--- src/rtl/wimax_pkg.sv ---
// Constants and shared enums for the 192-bit block interleaver.
// The bank encoding is shared with the read controller.
package wimax_pkg;

    localparam int NCBPS  = 192;
    localparam int D      = 16;
    localparam int ROWS   = NCBPS / D;
    localparam int ADDR_W = 8;
    localparam int ROW_W  = $clog2(D);
    localparam int COL_W  = $clog2(ROWS);

    typedef enum logic [1:0] {
        IDLE,
        WRITING,
        STALLED
    } WriteControlState_t;

    typedef enum logic {
        BANK_A = 1'b0,
        BANK_B = 1'b1
    } bank_t;

endpackage

--- src/rtl/interleave_addr_gen.sv ---
// Incremental permuted-address generator: addr = ROWS*(k mod D) + floor(k/D),
// produced without a multiplier by stepping ROWS down a column.
module interleave_addr_gen
    import wimax_pkg::*;
(
    input  logic              clk,
    input  logic              resetN,
    input  logic              advance,
    input  logic              clear,
    output logic [ADDR_W-1:0] addr,
    output logic              last
);

    logic [ROW_W-1:0]  row_q, row_d;
    logic [COL_W-1:0]  col_q, col_d;
    logic [ADDR_W-1:0] addr_q, addr_d;

    assign last = (row_q == ROW_W'(D - 1)) && (col_q == COL_W'(ROWS - 1));
    assign addr = addr_q;

    always_comb begin
        row_d  = row_q;
        col_d  = col_q;
        addr_d = addr_q;
        if (clear || (advance && last)) begin
            row_d  = '0;
            col_d  = '0;
            addr_d = '0;
        end else if (advance) begin
            if (row_q == ROW_W'(D - 1)) begin
                // end of a column: jump back to the top of the next one
                row_d  = '0;
                col_d  = col_q + COL_W'(1);
                addr_d = ADDR_W'(col_q) + ADDR_W'(1);
            end else begin
                row_d  = row_q + ROW_W'(1);
                addr_d = addr_q + ADDR_W'(ROWS);
            end
        end
    end

    always_ff @(posedge clk or negedge resetN) begin
        if (!resetN) begin
            row_q  <= '0;
            col_q  <= '0;
            addr_q <= '0;
        end else begin
            row_q  <= row_d;
            col_q  <= col_d;
            addr_q <= addr_d;
        end
    end

endmodule

--- src/rtl/interleaver_write_control.sv ---
// Write side of the ping-pong interleaver RAM: permuted bank writes,
// bank completion reporting and back-pressure when both banks hold unread data.
module interleaver_write_control
    import wimax_pkg::*;
(
    input  logic              clk,
    input  logic              resetN,
    input  logic              data_in,
    input  logic              valid_in,
    output logic              ready_in,
    input  logic              block_consumed,
    output logic              wren,
    output logic [ADDR_W:0]   wraddress,
    output logic              wrdata,
    output logic              valid_out,
    output logic              out_bank
);

    WriteControlState_t state_q, state_d;
    logic [1:0]         full_q, full_d;
    logic               wr_bank_q, wr_bank_d;
    logic               rd_bank_q, rd_bank_d;
    logic               wren_q, wren_d;
    logic [ADDR_W:0]    wraddress_q, wraddress_d;
    logic               wrdata_q, wrdata_d;
    logic               done_q, done_d;
    logic               done_bank_q, done_bank_d;
    logic               valid_out_q, valid_out_d;
    logic               out_bank_q, out_bank_d;

    logic              accept;
    logic              complete;
    logic [ADDR_W-1:0] addr;
    logic              last;

    assign ready_in = ~full_q[wr_bank_q];
    assign accept   = valid_in & ready_in;
    assign complete = accept & last;

    interleave_addr_gen u_addr_gen (
        .clk     (clk),
        .resetN  (resetN),
        .advance (accept),
        .clear   (1'b0),
        .addr    (addr),
        .last    (last)
    );

    always_comb begin
        full_d    = full_q;
        wr_bank_d = wr_bank_q;
        rd_bank_d = rd_bank_q;
        state_d   = state_q;

        if (complete) begin
            full_d[wr_bank_q] = 1'b1;
            wr_bank_d         = ~wr_bank_q;
        end
        // a consume with nothing full is a reader glitch; ignore it
        if (block_consumed && full_q[rd_bank_q]) begin
            full_d[rd_bank_q] = 1'b0;
            rd_bank_d         = ~rd_bank_q;
        end

        case (state_q)
            IDLE:    if (accept) state_d = WRITING;
            WRITING: if (complete && full_d[wr_bank_d]) state_d = STALLED;
            STALLED: if (!full_d[wr_bank_q]) state_d = WRITING;
            default: state_d = IDLE;
        endcase

        wren_d      = accept;
        wraddress_d = accept ? {wr_bank_q, addr} : wraddress_q;
        wrdata_d    = accept ? data_in : wrdata_q;
        // valid_out trails the final RAM write by one cycle
        done_d      = complete;
        done_bank_d = complete ? wr_bank_q : done_bank_q;
        valid_out_d = done_q;
        out_bank_d  = done_q ? done_bank_q : out_bank_q;
    end

    always_ff @(posedge clk or negedge resetN) begin
        if (!resetN) begin
            state_q     <= IDLE;
            full_q      <= 2'b00;
            wr_bank_q   <= BANK_A;
            rd_bank_q   <= BANK_A;
            wren_q      <= 1'b0;
            wraddress_q <= '0;
            wrdata_q    <= 1'b0;
            done_q      <= 1'b0;
            done_bank_q <= BANK_A;
            valid_out_q <= 1'b0;
            out_bank_q  <= BANK_A;
        end else begin
            state_q     <= state_d;
            full_q      <= full_d;
            wr_bank_q   <= wr_bank_d;
            rd_bank_q   <= rd_bank_d;
            wren_q      <= wren_d;
            wraddress_q <= wraddress_d;
            wrdata_q    <= wrdata_d;
            done_q      <= done_d;
            done_bank_q <= done_bank_d;
            valid_out_q <= valid_out_d;
            out_bank_q  <= out_bank_d;
        end
    end

    assign wren      = wren_q;
    assign wraddress = wraddress_q;
    assign wrdata    = wrdata_q;
    assign valid_out = valid_out_q;
    assign out_bank  = out_bank_q;

endmodule
--- config.mk ---
export PLATFORM = sky130hd
export DESIGN_NAME = interleaver_write_control
export DESIGN_NICKNAME = d
export VERILOG_FILES = /design/src/rtl/wimax_pkg.sv /design/src/rtl/interleave_addr_gen.sv /design/src/rtl/interleaver_write_control.sv
export SDC_FILE = /design/constraint.sdc
export NUM_CORES = 1
export LEC_CHECK = 0
export ABC_CLOCK_PERIOD_IN_PS = 2300
export CORE_MARGIN = 8
export CORE_UTILIZATION = 40
export CTS_CLUSTER_SIZE = 12
export DETAILED_ROUTE_END_ITERATION = 7
export GPL_TIMING_DRIVEN = 0
export HOLD_SLACK_MARGIN = 0.08
export PLACE_DENSITY = 0.61
export SYNTH_ARGS = -nofsm -noshare
export SYNTH_HDL_FRONTEND = slang
export SYNTH_SLANG_ARGS = --single-unit
--- constraint.sdc ---
create_clock -name clk -period 2.3 [get_ports clk]
set_input_delay 0.46 -clock clk [delete_from_list [all_inputs] [get_ports clk]]
set_output_delay 0.46 -clock clk [all_outputs]
set_load 0.01 [all_outputs]
### Word level (Yosys, flattened, before mapping)

Index checks and enable logic that the tools add are counted.

* register bits: 35

* add/sub/neg operators: 4
* magnitude comparators: 4
* eq/ne operators: 2
* muxes and demuxes: 19
* bitwise logic cells: 8
* reduce and logical (&&, ||, !) cells: 8

Operators by type and width (count)
* $mux W4: 6
* $mux W8: 3
* $add A4 B1 Y4 const B: 2
* $add A8 B4 Y8 const B: 1
* $eq A4 B4 Y1 const B: 2
* $mux W1: 6
* $add A4 B1 Y5 const B: 1
* $logic_and A1 B1 Y1: 5
* $lt A1 B2 Y1 const B: 2
* $mux W2: 2
* $reduce_bool A2 Y1: 2
* $not A1 Y1: 3
* $and A1 B1 Y1: 2
* $and A2 B2 Y2: 1
* $demux W1 S1: 2
* $ge A1 B1 Y1 const B: 2
* $not A2 Y2: 1
* $or A2 B2 Y2: 1
* $reduce_and A2 Y1: 1

### Longest topological paths before layout

* word-level depth: 8
* depth in mapped cells: 7
* depth with buffers taken out: 5

### By module

A second synthesis with hierarchy kept.

* cells, all modules: 145
* area total of the unflattened synthesis: 1602.8 µm²

By module, submodules not included
* interleave_addr_gen: times used 1, cells each 93, area an instance 875.8 µm²
* interleaver_write_control: times used 1, cells each 52, area an instance 726.9 µm²

### Worst setup path after synthesis

Ideal clock, no wire load.

* path type: reg2reg
* start: register u_addr_gen.row_q[0]
* end: register done_bank_q
* setup time: 125 ps
* data arrival time: 1489 ps
* required time: 2175 ps
* setup slack: 687 ps
* cell stages (with the launch flop): 6
* buffers on the path: 0
* path through: dfrtp_1 -> ha_1 -> nand3_1 -> nor3_1 -> and2_4 -> mux2_2

* word-level cells in the longest chain between the ends: 3

RTL lines
* start, declared: line interleave_addr_gen.sv:14 `logic [ROW_W-1:0] row_q, row_d;`
* start signal, assigned: line interleave_addr_gen.sv:48 `row_q <= row_d;`
* $eq A4 B4 Y1: line interleave_addr_gen.sv:18 `assign last = (row_q == ROW_W'(D - 1)) && (col_q == COL_W'(ROWS - 1));`
* $logic_and A1 B1 Y1: line interleave_addr_gen.sv:18
* $and A1 B1 Y1: line interleaver_write_control.sv:38 `assign complete = accept & last;`
* named net complete: line interleaver_write_control.sv:32 `logic complete;`
* end signal, assigned: line interleaver_write_control.sv:104 `done_bank_q <= done_bank_d;`
* end, declared: line interleaver_write_control.sv:27 `logic done_bank_q, done_bank_d;`

The timed path passes the listed nets, and every way through them passes these cells.
A chain may end at the register's enable or synchronous reset.

### Worst setup path after layout

* start: register wr_bank_q
* end: output ready_in

* word-level cells in the longest chain between the ends: 3

RTL lines
* start, declared: line interleaver_write_control.sv:21 `logic wr_bank_q, wr_bank_d;`
* start signal, assigned: line interleaver_write_control.sv:98 `wr_bank_q <= wr_bank_d;`
* $mux W1 (implied by the code) (2 in series): line interleaver_write_control.sv:36 `assign ready_in = ~full_q[wr_bank_q];`
* $not A1 Y1: line interleaver_write_control.sv:36
* end, declared: line interleaver_write_control.sv:10 `output logic ready_in,`

No other way between the ends. The select of a mux whose other input is x is not followed.

==> summary.txt <==
STA
  – Setup TNS Final: 0 ns
  – Max Clock Skew: 0.00748 ns
  – Final Setup Violations: 0
  – RSZ-0062 raised after global routing: no
  – Final min period: about 2.1 ns
  – Final worst-path cycle share: 89.8%
  – Final Max Slew Viols: 0
  – Fmax: 0.484 GHz
  – Final hold vios: 0
  – Tightest Pin Transition: 0.779 ns
  – Rel. slew slack: 48.1%

Setup path
  – R2r endpoint: done_bank_q
  – CP max FO: 7
  – CP required: 1.84 ns
  – WP data arrival: 1.60 ns
  – Flop-to-flop setup slack: 0.35 ns
  – Worst reg-to-reg path cell count: 5
  – Worst Setup Start Kind: flip-flop
  – Endpoint type of the worst setup path: output port
  – Critical path type: reg -> out
  – RR Startpoint: u_addr_gen.row_q[0]

Layout
  – Nets: 187
  – Area grow syn2layout: 21.8%
  – Finished Core Util: roughly half
  – Antenna Cells: 0
  – Share of cells above drive strength 1: 12.2%
  – Post-Layout Cell Count: 228

Pwr
  – Sw Pwr: 0.598 mW
  – VDD IR max: 0.430 mV
  – Combinational Power Share: a little over a quarter
  – Clock share of power: between 20% and 30%
  – Internal: 1.32 mW
  – Pwr dens: 1020 nW/um2
  – PnR Total Power: 1.91 mW
  – Leak Pwr: around 0.9 nW
  – Sequential power share: 47.6%
  – Sw frac: a little under a third

CTS
  – CTS resizes: 0
  – Worst-Skew Late Latency: between 0.2 and 0.3 ns
  – Reg clk slew, reported paths: about 0.06 ns
  – Inserted Clock Buffers: 5
  – Clock Tree Root: clkbuf_8
  – H-tree levels: 2
  – CTS tree: yes
  – Setup bufs post-CTS: 0
  – Max Root-Sink Buffers: 2
  – CTS Hold Bufs: 0
  – Clk sinks: 35

Routing
  – Starting DRT DRC Count: 45
  – DRC viols: 0
  – Routed vias: about 1200
  – WL per Instance: 13.8 um
  – DR vias/cell: 5.21
  – Drt total wl: 3.14 mm
  – Remaining antenna violation count: 0
  – 1st-pass router iterations: 4

Synth
  – Xor/xnor share of the synthesized area: 0.569%
  – Post-Synthesis Cells: 154
  – Mapped Area: 1540 um2
  – Seq/Total Area, Yosys: a little under three fifths
  – Mean Syn Cell Area: roughly 10 um2
  – Warnings, synthesis: 0
  – Post-synth cell types: 32
  – Largest family of logic cells by synthesized area: simple AND/OR/NAND/NOR gates
  – Async set-reset flop share out of synthesis: 100%
  – Synth Flop Type: dfrtp_1
  – Synthesized-area fraction occupied by adder cells: under 10%
  – Compound-Gate Fraction of Synth Area: 12.5%
  – Syn Nets: approximately 160
  – Proportion of synthesized area in mux cells: 5.12%
  – Synth Area in Simple Gates: 18.5%
  – Seq cells post-synth: 35
  – EDFF count, synth: 0

Global route
  – M1 GR Usage: 12.1%
  – First-pass GRT wire length: around 5.5 mm
  – Initial antenna violation count: 0
  – GRT overflow: 0
  – GR Util met2: approximately a fifth
  – Pin count of the biggest net entering global routing: 36
  – GRT Util Overall: between 10 and 15%
  – Busiest grt layer: met2
  – Routing usage on met3: 2.62%
  – Number of global-route vias before repair: 1224

Run status
  – Status: completed

Place
  – PortBufs: 18
  – GP Congestion: 0.805
  – Hpwl dp: 2.27 mm
  – Placed Cells: 220

Min path
  – Worst min path class: in -> async

Floorplanning
  – Row cnt: 22
  – I/O pin cnt: 19
  – Die Height: 78.1 um
  – Starting Density: a little over two fifths
  – Die area: 6090 um2
  – Core area: 3690 um2
  – Die width: 78.1 um

Run
  – Max Cap Viol: 0
## stage by stage
stage | setup slack [ns] | cell area (um2) | hold WS [ns]
final | 0.235 | 1880 | 0.256
after global placement | 0.0473 | 1780 | 0.365
after detailed placement | 0.315 | 1780 | 0.382
after floorplan | 0.687 | 1540 | 0.164
after global routing | 0.177 | 1880 | 0.323
after CTS | 0.215 | 1880 | 0.281
## power groups by stage
stage | registers (mW) | clock network [mW] | logic [mW]
after floorplan | 0.914 | 0 | 0.312
after global placement | 0.910 | 0 | 0.507
after detailed placement | 0.925 | 0 | 0.528
after CTS | 0.913 | 0.499 | 0.531
after global routing | 0.937 | 0.526 | 0.589
final | 0.911 | 0.482 | 0.520
## cell usage in the layout, fill, tap and decap left out, drive strengths merged
cell type | netlist | final
o22a | 1 | 1
xnor2 | 1 | 1
o22ai | 1 | 1
mux2i | 1 | 1
nand2 | 39 | 39
o31ai | 1 | 1
and2 | 1 | 1
nor2b | 1 | 1
a31oi | 5 | 5
o32ai | 1 | 1
clkbuf | 1 | 9
mux2 | 5 | 5
nor3 | 2 | 2
a21oi | 5 | 5
and3 | 2 | 2
clkdlybuf4s50 | 0 | 17
buf | 5 | 6
nand2b | 2 | 2
dfrtp | 35 | 35
nor2 | 7 | 7
nand3 | 8 | 8
nand4 | 1 | 1
or4 | 1 | 1
inv | 7 | 7
o21ai | 11 | 11
nor4 | 1 | 1
a22o | 4 | 4
o21a | 1 | 1
a21o | 1 | 1
ha | 3 | 3
## state kept, by name, summed over array words and instances, names as in the netlist
register          cells
u_addr_gen.row_q      4
valid_out             1
wr_bank_q             1
wren                  1
wrdata                1
wraddress             9
u_addr_gen.addr       8
u_addr_gen.col_q      4
rd_bank_q             1
done_bank_q           1
full_q                2
done_q                1
out_bank              1
## cell families (layout without fill, tap and decap cells)
family                   count (synthesis)  in the layout
multiplexers                             6              6
AO/OA/AOI/OAI                           31             31
adder cells (fa/ha/maj)                  3              3
XOR/XNOR                                 1              1
AND/OR/NAND/NOR                         65             65
flip-flops                              35             35
buffers and inverters                   13             39
## cell type report
type | instances | area, um2
Fill cell | 366 | 1810
Sequential cell | 35 | 876
Multi-Input combinational cell | 106 | 603
Timing Repair Buffer | 18 | 175
Clock buffer | 8 | 100
Tap cell | 48 | 60.1
Buffer | 6 | 35.0
Inverter | 7 | 26.3
## critical path: stages (launching register included)
cell             delay [ns]
dfrtp_1                0.34
buf_6                  0.13
mux2i_4                0.28
clkdlybuf4s50_1        0.58
## cells in the mapped netlist, types with 2 or more instances
library cell	instances	area, um2
nand2_1	38	143
dfrtp_1	35	876
o21ai_0	11	55.1
nand3_1	8	40.0
nor2_1	7	26.3
inv_1	6	22.5
a21oi_1	5	25.0
a31oi_1	5	31.3
mux2_2	5	56.3
a22o_1	4	35.0
buf_2	4	20.0
ha_1	3	37.5
and3_1	2	12.5
nand2b_1	2	12.5
nor3_1	2	10.0
## worst max path at each step
stage	slack, ns	to	startpoint	cells after the start
detailed placement	0.31	done_bank_q	valid_in	5
CTS	0.21	ready_in	wr_bank_q	3
floorplan	0.69	done_bank_q	u_addr_gen.row_q[0]	5
finish	0.24	ready_in	wr_bank_q	3
global placement	0.05	wrdata	resetN	1
global route	0.18	ready_in	wr_bank_q	3
## routing by layer
metal	vias up	wire, um
met5	-	0
met4	0	81
met3	8	112
met2	19	1590
met1	581	1360
li1	580	-
Power figures use the tool's default switching activity.
